==> src/rtl/flash_host_rd_adapter.sv <==
// Read-only host front end for the flash phy: checks alignment and address window,
// issues word-address reads, and returns in-order responses from registered order/data FIFOs.
module flash_host_rd_adapter #(
  parameter int          NumBanks     = 2,
  parameter int          PagesPerBank = 256,
  parameter int          WordsPerPage = 256,
  parameter int          DataWidth    = 32,
  parameter int          Depth        = 2,
  parameter logic [31:0] BaseAddr     = 32'h2000_0000,
  localparam int         AddrW        = $clog2(NumBanks) + $clog2(PagesPerBank) + $clog2(WordsPerPage)
) (
  input  logic                 clk_i,
  input  logic                 rst_ni,
  input  logic                 req_valid_i,
  output logic                 req_ready_o,
  input  logic [31:0]          req_addr_i,
  output logic                 rsp_valid_o,
  input  logic                 rsp_ready_i,
  output logic [DataWidth-1:0] rsp_data_o,
  output logic                 rsp_err_o,
  output logic                 host_req_o,
  output logic [AddrW-1:0]     host_addr_o,
  input  logic                 host_req_rdy_i,
  input  logic                 host_req_done_i,
  input  logic [DataWidth-1:0] host_rdata_i
);

  localparam int              PtrW    = (Depth > 1) ? $clog2(Depth) : 1;
  localparam int              CntW    = $clog2(Depth + 1);
  localparam logic [CntW-1:0] DepthC  = CntW'(Depth);
  localparam logic [PtrW-1:0] PtrLast = PtrW'(Depth - 1);

  function automatic logic [PtrW-1:0] ptr_inc(input logic [PtrW-1:0] p);
    return (p == PtrLast) ? '0 : p + 1'b1;
  endfunction

  logic                 legal, credit, accept, rsp_fire, head_err, d_pop;
  logic [PtrW-1:0]      owp_q, owp_d, orp_q, orp_d, dwp_q, dwp_d, drp_q, drp_d;
  logic [CntW-1:0]      ocnt_q, ocnt_d, dcnt_q, dcnt_d;
  logic [Depth-1:0]     order_vec;
  logic [DataWidth-1:0] data_rd [Depth];

  assign legal       = (req_addr_i[1:0] == 2'b00) &&
                       (req_addr_i[31:AddrW+2] == BaseAddr[31:AddrW+2]);
  // Credit looks only at the registered count, so rsp_ready_i never reaches req_ready_o.
  assign credit      = (ocnt_q < DepthC);
  assign host_req_o  = rst_ni & req_valid_i & legal & credit;
  assign req_ready_o = rst_ni & credit & (~legal | host_req_rdy_i);
  assign host_addr_o = req_addr_i[AddrW+1:2];
  assign accept      = req_valid_i & req_ready_o;

  assign head_err    = order_vec[orp_q];
  assign rsp_valid_o = (ocnt_q != '0) & (head_err | (dcnt_q != '0));
  assign rsp_err_o   = (ocnt_q != '0) & head_err;
  assign rsp_data_o  = (rsp_valid_o & ~head_err) ? data_rd[drp_q] : '0;
  assign rsp_fire    = rsp_valid_o & rsp_ready_i;
  assign d_pop       = rsp_fire & ~head_err;

  always_comb begin
    owp_d  = owp_q;
    orp_d  = orp_q;
    dwp_d  = dwp_q;
    drp_d  = drp_q;
    ocnt_d = ocnt_q;
    dcnt_d = dcnt_q;
    if (accept)          owp_d = ptr_inc(owp_q);
    if (rsp_fire)        orp_d = ptr_inc(orp_q);
    if (host_req_done_i) dwp_d = ptr_inc(dwp_q);
    if (d_pop)           drp_d = ptr_inc(drp_q);
    case ({accept, rsp_fire})
      2'b10:   ocnt_d = ocnt_q + 1'b1;
      2'b01:   ocnt_d = ocnt_q - 1'b1;
      default: ocnt_d = ocnt_q;
    endcase
    case ({host_req_done_i, d_pop})
      2'b10:   dcnt_d = dcnt_q + 1'b1;
      2'b01:   dcnt_d = dcnt_q - 1'b1;
      default: dcnt_d = dcnt_q;
    endcase
  end

  always_ff @(posedge clk_i) begin
    if (!rst_ni) begin
      owp_q  <= '0;
      orp_q  <= '0;
      dwp_q  <= '0;
      drp_q  <= '0;
      ocnt_q <= '0;
      dcnt_q <= '0;
    end else begin
      owp_q  <= owp_d;
      orp_q  <= orp_d;
      dwp_q  <= dwp_d;
      drp_q  <= drp_d;
      ocnt_q <= ocnt_d;
      dcnt_q <= dcnt_d;
    end
  end

  // Entry storage is never reset; the counts alone decide which entries are live.
  for (genvar gi = 0; gi < Depth; gi++) begin : g_entry
    logic                 err_q;
    logic [DataWidth-1:0] dat_q;

    always_ff @(posedge clk_i) begin
      if (accept && (owp_q == PtrW'(gi))) err_q <= ~legal;
      if (rst_ni && host_req_done_i && (dwp_q == PtrW'(gi))) dat_q <= host_rdata_i;
    end

    assign order_vec[gi] = err_q;
    assign data_rd[gi]   = dat_q;
  end

endmodule
==> config.mk <==
export PLATFORM = sky130hd
export DESIGN_NAME = flash_host_rd_adapter
export DESIGN_NICKNAME = d
export VERILOG_FILES = /design/src/rtl/flash_host_rd_adapter.sv
export SDC_FILE = /design/constraint.sdc
export NUM_CORES = 1
export LEC_CHECK = 0
export BUFFER_PORTS_ARGS = -buffer_cell sky130_fd_sc_hd__buf_2
export CAP_MARGIN = 10
export CORE_MARGIN = 10
export CORE_UTILIZATION = 45
export DETAILED_ROUTE_END_ITERATION = 12
export GPL_TIMING_DRIVEN = 0
export MAX_ROUTING_LAYER = met4
export PLACE_DENSITY = 0.75
export SLEW_MARGIN = 0
export SYNTH_ARGS = -nofsm -noshare
export SYNTH_HDL_FRONTEND = slang
export SYNTH_SLANG_ARGS = --single-unit
==> constraint.sdc <==
create_clock -name clk_i -period 6.1 [get_ports clk_i]
set_clock_uncertainty 0.1 [all_clocks]
set_input_delay 0.61 -clock clk_i [delete_from_list [all_inputs] [get_ports clk_i]]
set_output_delay 0.61 -clock clk_i [all_outputs]
set_load 0.01 [all_outputs]
==> key figures <==
Clock network
  • Count of hold-fix buffers inserted at cts: 0
  • H-tree depth reported by CTS: 3
  • Number of setup buffers added after CTS: 0
  • Clock-pin slew of the registers on the worst-case setup and hold paths: 70 ps
  • Clock latency reported for the late side of the worst-skew pair: 320 ps
  • Number of buffers created by CTS: 9
  • Clock sink count: 74
  • Maximum clock path buffer count: 2
  • Clock root buffer master: sky130_fd_sc_hd__clkbuf_8
  • Post-cts repair resize count: 0
  • TritonCTS clock tree: built

Global route
  • Combined global-route utilization of all metal layers: 12.91%
  • Overall overflow remaining after global route: 0
  • Vias in the first global route: 2097
  • First-pass GRT wire length: 10050 um
  • Pin count of the biggest net entering global routing: 33
  • Number of antenna violations at the first check in global routing: 0

Floorplanning
  • Initial Util: 47.37%
  • Area of the core region: 6459 um^2
  • Top Ports: 123
  • Vert. Die Dim: 102.5 um
  • Floorplan die area: 10500 um^2
  • DIE WIDTH: 102.5 um
  • Count of standard-cell rows: 29

Timing
  • Worst slew pin tran: 833.9 ps
  • Total negative slack for setup checks: 0 ps
  • Highest attainable clock frequency: 387.6 MHz
  • Endpoints failing setup: 0
  • Final slew viol count: 0
  • Hold violation total from the final report: 0
  • Shortest clock period the worst path allows after layout: 2580 ps
  • Setup slack of the critical path after layout: 3520 ps
  • Headroom to the max-slew limit: 44.10%
  • Period utilization: 42.29%
  • RSZ-0062 raised after global routing: no

Job
  • # Max-Cap Violations: 0

Route
  • Pre-antenna DRT Iters: 4
  • Remaining design rule violation count: 0
  • Wire length reported by the detailed router: 6654 um
  • Average wire length per cell after detail routing: 16.07 um
  • Via Count: 1986
  • Antenna-violating nets left: 0
  • Vias per cell: 4.797
  • Number of violations reported at the end of detailed-routing iteration 0: 94

Critical path
  • Crit path buffers/inverters: 2
  • Largest driver fanout on the critical path: 10
  • Worst reg2reg path startpoint: orp_q$_SDFFE_PN0P_
  • Critical register-to-register path endpoint: dcnt_q[1]$_SDFFE_PN0P_
  • Nature of the critical path endpoint: primary output
  • Cell count of the worst reg-to-reg path: 6
  • Category of the most critical setup path: flop to primary output
  • Worst path required time: 5390 ps
  • Chain of cells forming the critical path: nor2_1 -> nor2_1 -> nand2_1 -> buf_1 -> nor2_1 -> buf_2
  • Kind of cell with the highest combined delay on the critical path: simple AND/OR/NAND/NOR gates
  • Critical path's most frequent cell: sky130_fd_sc_hd__nor2_1
  • Flop2flop setup slack: 3850 ps
  • Critical path launch point: ocnt_q[1]$_SDFFE_PN0P_
  • Sort of element at the start of the critical path: flop
  • CP Data Arrival Time: 1870 ps
  • Cell with the biggest individual delay on the critical path: sky130_fd_sc_hd__buf_1
  • Slowest Stage Delay on Critical Path: 400 ps

Final layout
  • Multi-input gate area in the final layout: 743.2 um^2
  • Layout-stage area growth over the synthesis result: 28.14%
  • Antenna Diode Count: 0
  • Fill cell total of the finished layout: 536
  • Register Area: 2142 um^2
  • Final net count: 404
  • Fraction of final layout cells sized beyond drive strength 1: 42.73%
  • Post-layout util: 60.69%

Power
  • Relative contribution of combinational cells to total power: 11.3%
  • Switching share of total power: 21.91%
  • Power density over cell area: 284.1 nW/um^2
  • Internal power component: 0.8697 mW
  • Max rail drop VDD: 0.2069 mV
  • Post-layout total power: 1.114 mW
  • Leak Pwr: 1.577 nW
  • Sequential power share: 53.3%
  • Net switching power figure: 0.2441 mW
  • Clock network power share: 35.4%

Status
  • Run status: complete, no violations

Synthesis
  • Summed instance area of the synthesized netlist: 3059 um^2
  • Number of nets produced by synthesis: 286
  • Number of warnings issued by yosys: 0
  • #FFs+latches synth: 74
  • Mean instance size in the synthesized netlist: 14.30 um^2
  • Post-synthesis instance total: 214
  • Number of unique standard cell types used by synthesis: 29
  • Sequential share of the synthesized area: 70.02%

Hold path
  • Number of cells traversed by the worst hold path: 1
  • Kind of path behind the tightest hold check: input pin to flop
  • Worst hold path startpoint: host_rdata_i[15]
  • Capture endpoint of the worst hold path: g_entry[1].dat_q[15]$_DFFE_PP_

Place
  • Post-DP HPWL: 5152 um
  • RD Place Congestion: 0.7446
  • Placement Setup Slack: 3587 ps
  • Number of input and output port buffers inserted: 105
final cells by class:
type                            count  share of cell area, %
Inverter                            6                 0.5745
Buffer                             24                  4.022
Sequential cell                    74                  54.64
Tap cell                           77                  2.458
Clock buffer                       11                  3.351
Timing Repair Buffer              107                  13.98
Multi-Input combinational cell    110                  18.96
Clock inverter                      5                  2.011
worst reg2reg max path, stage by stage (launching register included):
cell,delay [ps]
sky130_fd_sc_hd__dfxtp_1,380
sky130_fd_sc_hd__mux2i_2,320
sky130_fd_sc_hd__or4b_1,520
sky130_fd_sc_hd__inv_1,90
sky130_fd_sc_hd__ha_1,260
sky130_fd_sc_hd__or3_1,360
sky130_fd_sc_hd__a21oi_1,140
per-stage QoR:
stage | cells | cell area [um^2] | hold slack, ps
floorplan | 214 | 3059 | 358.5
global placement | 396 | 3681 | 366.1
detailed placement | 398 | 3710 | 391.2
CTS | 414 | 3920 | 347.5
global route | 414 | 3920 | 343.2
finish | 414 | 3920 | 363.5
worst max path at each step:
| stage | slack [ps] | depth (start not counted) | to |
|---|---|---|---|
| finish | 3520 | 6 | rsp_data_o[2] |
| global route | 3360 | 6 | rsp_data_o[5] |
| CTS | 3470 | 6 | rsp_data_o[2] |
| detailed placement | 3590 | 7 | ocnt_q[1]$_SDFFE_PN0P_ |
| global placement | 1100 | 3 | g_entry[0].dat_q[7]$_DFFE_PP_ |
| floorplan | 2510 | 2 | g_entry[0].dat_q[0]$_DFFE_PP_ |
Yosys cell counts:
library cell / n / area share [%]
sky130_fd_sc_hd__buf_2: 3 / 0.49
sky130_fd_sc_hd__a211oi_1: 1 / 0.25
sky130_fd_sc_hd__xnor2_1: 4 / 1.1
sky130_fd_sc_hd__and4_1: 1 / 0.29
sky130_fd_sc_hd__buf_1: 1 / 0.12
sky130_fd_sc_hd__nor4_1: 3 / 0.61
sky130_fd_sc_hd__nor3b_1: 1 / 0.25
sky130_fd_sc_hd__nor2_1: 43 / 5.3
sky130_fd_sc_hd__nand2_1: 1 / 0.12
sky130_fd_sc_hd__or2_2: 1 / 0.20
sky130_fd_sc_hd__nand4_1: 1 / 0.20
sky130_fd_sc_hd__dfxtp_1: 8 / 5.2
sky130_fd_sc_hd__o21ai_0: 3 / 0.49
sky130_fd_sc_hd__edfxtp_1: 66 / 65
sky130_fd_sc_hd__and3_1: 1 / 0.20
sky130_fd_sc_hd__or4b_1: 1 / 0.33
sky130_fd_sc_hd__inv_1: 5 / 0.61
sky130_fd_sc_hd__nor4b_1: 1 / 0.29
sky130_fd_sc_hd__clkbuf_1: 3 / 0.37
sky130_fd_sc_hd__xor2_1: 3 / 0.86
sky130_fd_sc_hd__ha_1: 2 / 0.82
sky130_fd_sc_hd__clkinv_1: 1 / 0.12
sky130_fd_sc_hd__buf_4: 17 / 4.2
sky130_fd_sc_hd__mux2i_2: 1 / 0.45
sky130_fd_sc_hd__nor3_1: 2 / 0.33
sky130_fd_sc_hd__a21oi_1: 4 / 0.65
sky130_fd_sc_hd__nand3b_1: 1 / 0.25
sky130_fd_sc_hd__or3_1: 3 / 0.61
sky130_fd_sc_hd__mux2i_1: 32 / 10
sequential cells by signal, summed over array words and instances (netlist names):
register,count
g_entry.dat_q,64
dcnt_q,2
g_entry.err_q,2
ocnt_q,2
drp_q,1
dwp_q,1
orp_q,1
owp_q,1
per-layer routing:
| layer | global-route usage (%) | wire length, um | vias to the layer above |
|---|---|---|---|
| met5 | - | 0 | - |
| met4 | 5.206 | 70 | 0 |
| met3 | 4.184 | 549 | 8 |
| met2 | 23.06 | 3523 | 81 |
| met1 | 12.63 | 2511 | 906 |
| li1 | - | - | 991 |
power by group through the flow:
stage                     clock network [mW]  logic (mW)  registers [mW]
after floorplan                            0      0.0757           0.603
after global placement                     0       0.120           0.605
after detailed placement                   0       0.128           0.605
after CTS                              0.402       0.129           0.594
after global routing                   0.425       0.140           0.597
final                                  0.394       0.126           0.594
cells in the final DEF (no fill, tap or decap), types with 2 or more instances in the layout:
cell,n
sky130_fd_sc_hd__nor4_1,3
sky130_fd_sc_hd__buf_6,2
sky130_fd_sc_hd__a21oi_1,4
sky130_fd_sc_hd__nor2_1,43
sky130_fd_sc_hd__mux2i_1,32
sky130_fd_sc_hd__buf_4,17
sky130_fd_sc_hd__dfxtp_1,8
sky130_fd_sc_hd__ha_1,2
sky130_fd_sc_hd__edfxtp_1,66
sky130_fd_sc_hd__xnor2_1,4
sky130_fd_sc_hd__inv_1,5
sky130_fd_sc_hd__or3_1,3
sky130_fd_sc_hd__clkbuf_1,5
sky130_fd_sc_hd__bufinv_16,2
sky130_fd_sc_hd__o21ai_0,3
sky130_fd_sc_hd__buf_2,108
sky130_fd_sc_hd__clkbuf_8,9
sky130_fd_sc_hd__clkinv_1,2
sky130_fd_sc_hd__clkinvlp_4,2
sky130_fd_sc_hd__xor2_1,3
cells by family (layout without fill, tap and decap cells):
| family | Yosys count | in the layout | synth area share (%) |
|---|---|---|---|
| buffers and inverters | 30 | 153 | 5.889 |
| flip-flops | 74 | 74 | 70.02 |
| XOR/XNOR | 7 | 7 | 2.004 |
| AND/OR/NAND/NOR | 60 | 60 | 8.958 |
| AO/OA/AOI/OAI | 8 | 8 | 1.391 |
| multiplexers | 33 | 33 | 10.92 |
| adder cells (fa/ha/maj) | 2 | 2 | 0.8179 |
No activity file was read; power rests on OpenSTA's default activity.
